===== src/rtl/sr_control.sv =====
// Serializes a WIDTH-bit word MSB first to an external shift register with clock and load strobe.
// Optional macro SR_LOAD_STROBE_EN enables the load_sr pulse; otherwise load_sr stays 0 with timing unchanged.
module sr_control #(
   parameter int WIDTH     = 170,
   parameter int CNT_WIDTH = 8
) (
   input  logic                 clk,
   input  logic                 rst,
   input  logic                 start,
   input  logic [WIDTH-1:0]     din,
   output logic                 data_out,
   output logic                 clk_sr,
   output logic                 load_sr,
   output logic [CNT_WIDTH-1:0] count_delay
);

   typedef enum logic [1:0] {IDLE, SHIFT_LO, SHIFT_HI, LOAD} state_t;

   localparam logic [CNT_WIDTH-1:0] LAST_CNT = CNT_WIDTH'(WIDTH - 1);

   state_t               state, state_n;
   logic [WIDTH-1:0]     sreg;
   logic [CNT_WIDTH-1:0] bit_cnt;
   logic                 last_bit;

   assign last_bit = (bit_cnt == LAST_CNT);

   always_comb begin
      state_n = state;
      case (state)
         IDLE:     if (start) state_n = SHIFT_LO;
         SHIFT_LO: state_n = SHIFT_HI;
         SHIFT_HI: state_n = last_bit ? LOAD : SHIFT_LO;
         LOAD:     state_n = IDLE;
         default:  state_n = IDLE;
      endcase
   end

   // Outputs are registered decodes of the current state, so they trail the
   // state by one cycle: the cycle right after start acceptance shows idle outputs.
   always_ff @(posedge clk) begin
      if (rst) begin
         state       <= IDLE;
         sreg        <= '0;
         bit_cnt     <= '0;
         data_out    <= 1'b0;
         clk_sr      <= 1'b0;
         load_sr     <= 1'b0;
         count_delay <= '0;
      end else begin
         state <= state_n;
         case (state)
            IDLE: begin
               if (start) begin
                  sreg    <= din;
                  bit_cnt <= '0;
               end
            end
            SHIFT_HI: begin
               sreg    <= {sreg[WIDTH-2:0], 1'b0};
               bit_cnt <= bit_cnt + 1'b1;
            end
            default: ;
         endcase
         data_out    <= ((state == SHIFT_LO) || (state == SHIFT_HI)) & sreg[WIDTH-1];
         clk_sr      <= (state == SHIFT_HI);
         count_delay <= (state == IDLE) ? '0 : bit_cnt;
`ifdef SR_LOAD_STROBE_EN
         load_sr     <= (state == LOAD);
`else
         load_sr     <= 1'b0;
`endif
      end
   end

endmodule


===== config.mk =====
export PLATFORM = sky130hd
export DESIGN_NAME = sr_control
export DESIGN_NICKNAME = d
export VERILOG_FILES = /design/src/rtl/sr_control.sv
export SDC_FILE = /design/constraint.sdc
export NUM_CORES = 1
export LEC_CHECK = 0
export ABC_AREA = 1
export BUFFER_PORTS_ARGS = -buffer_cell sky130_fd_sc_hd__buf_2
export CAP_MARGIN = 10
export CORE_ASPECT_RATIO = 1.4
export CORE_MARGIN = 4
export CORE_UTILIZATION = 35
export CTS_CLUSTER_SIZE = 24
export DETAILED_ROUTE_END_ITERATION = 10
export SYNTH_ARGS = -nofsm -noshare
export SYNTH_HDL_FRONTEND = slang
export SYNTH_SLANG_ARGS = --single-unit

===== constraint.sdc =====
create_clock -name clk -period 4.55 [get_ports clk]
set_input_delay 0 -clock clk [delete_from_list [all_inputs] [get_ports clk]]
set_output_delay 0 -clock clk [all_outputs]
set_load 0.01 [all_outputs]

==> impl_metrics.ini <==
[cells_and_area]
synthToLayoutAreaGrowth_pct = 35.0
mostFrequentLayoutCells = nand2_1, dfxtp_1, buf_2
antennaDiodeCount = 0
final_common_cell = nand2_1
drive_gt1_share_pct = 16.7
nNetsFinal = 1520
final_cells = 1671
fillers = 2368

[floorplanning]
die_w_um = 141
ios = 184
rows = 68
dieArea_sq_um = 27500
core_sq_um = 24600
die-height_um = 195
initial_core_util_pct = 35.5

[drt]
drc = 0
drt_wl_total_um = 22300
ant_nets = 0
dr.first_iter.drc_count = 356
drt_first_pass_iters = 5
drt-vias-per-instance = 4.93
via_count = 8230
drt-wirelength-per-cell_um = 13.3

[timing]
hold_viol_final = 0
fin_crit_sh_pct = 65.8
setup_tns_ps = 0
fin_skew_ps = 11.3
slew_headroom_pct = 24.4
worst_pin_slew_ps = 1130
rsz0062_at_grt = no
drv_slew = 0
layout_min_cycle_time_ps = 2990
setup_viol_count_final = 0
max_freq_mhz = 334

[clocking]
clockRootBuffer = clkbuf_16
clkSlewWorstSetupHoldPaths_ps = 80
clk_path_buf_depth = 2
h-tree-depth = 4
cts_tree = yes
clkLatencyLatePin_ps = 430
cts_made_buffers = 17
cts.sinks = 190
ctsResizeCount = 0
cts_setup_buffers = 0

[run]
maxCapViolCount = 0

[global_routing]
antenna_found_initial = 0
grt_pass1_vias = 7994
grt-ovfl-total = 0
grt_usage_pct = 16.0
grt_pass1_wl_um = 37400
grt_max_degree = 203

[yosys]
synth_cells = 1057
synth_area_sq_um = 8720
ys_warn_count = 0
synth_cell_types = 20
seq_area_frac_synth_pct = 43.6
avgSynthCellArea_sq_um = 8.25
synth.net_count = 1234
synth-seq-cells = 190

[setup_path]
crit_slowest_cell = nand2_8
cp_top_family = simple AND/OR/NAND/NOR gates
timing.rr.end = sreg[0]
cpPeakStageDelay_ps = 820
cp_cell_sequence = inv_1, ha_4, nand2_1, nand2_8, inv_1, nand2_1, a21oi_1, dlygate4sd3_1
r2r_cells = 8
reg2reg_from = state[0]
critical_path_buf_inv_count = 3
cp_data_required_time_ps = 4870
startpoint = state[0]
critPathKind = reg -> reg
path_max_fanout = 202
cp-start-kind = register
reg2reg_slack_ps = 1560
worstPathArrival_ps = 3320
end_kind = register

[outcome]
status = completed

[hold_path]
hp-start = rst
holdPathEnd = bit_cnt[1]
hold_class = in -> reg
hold_depth = 3

[power_and_ir_drop]
p_leak_nw = 6.26
power.density_nw_per_um2 = 361
max-vdd-ir-drop_v = 0.000261

[placed_design]
dpl.hpwl_um = 12700
port_buffers = 182
dp.cells = 1466
gp_congestion = 0.715
## logic make-up (layout without fill, tap and decap cells)
kind of cell / count (synthesis) / in the layout / share of synthesized area [%]
buffers and inverters: 116 / 415 / 8.61
adder cells (fa/ha/maj): 4 / 4 / 0.574
AND/OR/NAND/NOR: 566 / 566 / 27.0
XOR/XNOR: 1 / 1 / 0.100
other: 1 / 1 / 0.0430
flip-flops: 190 / 190 / 43.6
AO/OA/AOI/OAI: 179 / 179 / 20.1
## metal layers
metal  track usage, %  part of all wire, %
met1             21.2                   46
met2             26.3                   47
met3             3.10                  5.6
met4             4.55                  1.5
met5                0                    0
## power by group
| part | total [mW] | internal (mW) | leakage [nW] | switching [mW] |
|---|---|---|---|---|
| registers | 1.97 | 1.87 | 1.57 | 0.101 |
| clock network | 1.45 | 0.753 | 0.283 | 0.701 |
| logic | 0.830 | 0.402 | 4.40 | 0.429 |
## flip-flops by register name, summed over array words and instances, names as in the netlist
register,flops
bit_cnt,8
sreg,170
data_out,1
count_delay,8
state,2
clk_sr,1
## synthesized netlist by cell type, drive strengths merged
library cell	instances	area (sq um)
ha	4	50.1
nand3	175	876
o21ai	2	10.0
nand2	367	1380
conb	1	3.75
a211oi	1	12.5
clkbuf	19	71.3
buf	77	604
a21oi	7	35.0
nor2	21	78.8
xor2	1	8.76
inv	20	75.1
nor3	2	10.0
dfxtp	190	3800
nand4	1	6.26
o211a	169	1690
## through the flow
stage	instance area, sq um	setup slack (ps)	hold slack, ps	util, %	power (mW)
after floorplan	8720	3120	160	-	2.60
after global placement	9460	1750	294	38.5	2.70
after detailed placement	9460	1720	295	38.5	2.72
after CTS	11800	1550	403	47.9	4.31
after global routing	11800	1240	446	47.9	4.50
final	11800	1560	441	47.9	4.25
## how the worst max path moves through the flow
stage                 to  slack [ps]  cells after the start
2_1_floorplan   sreg[10]        3120                      8
4_1_cts          sreg[0]        1550                      8
3_5_place_dp   sreg[168]        1720                      7
6_report         sreg[0]        1560                      8
3_3_place_gp   sreg[153]        1750                      7
5_1_grt          sreg[0]        1240                      8
## layout make-up
type	count	area [sq um]	area share [%]
multi-input cells	751	4190	35.6
clock inverters	13	121	1.03
well taps	315	394	3.35
clock buffers	19	453	3.85
flip-flops and latches	190	3800	32.3
inverters	20	80.1	0.680
repair buffers	363	2730	23.2
## tightest hold or removal path, delay by kind of cell
kind / cells / cell delay [ps]
buffers and inverters: 2 / 760
AO/OA/AOI/OAI: 1 / 60
## what timing repair did
action	CTS	global route
hold buffers	173	0
endpoints found under the hold margin	176	0
endpoints found under the setup margin	0	0
Note: power is estimated with default switching activity, not from simulation.
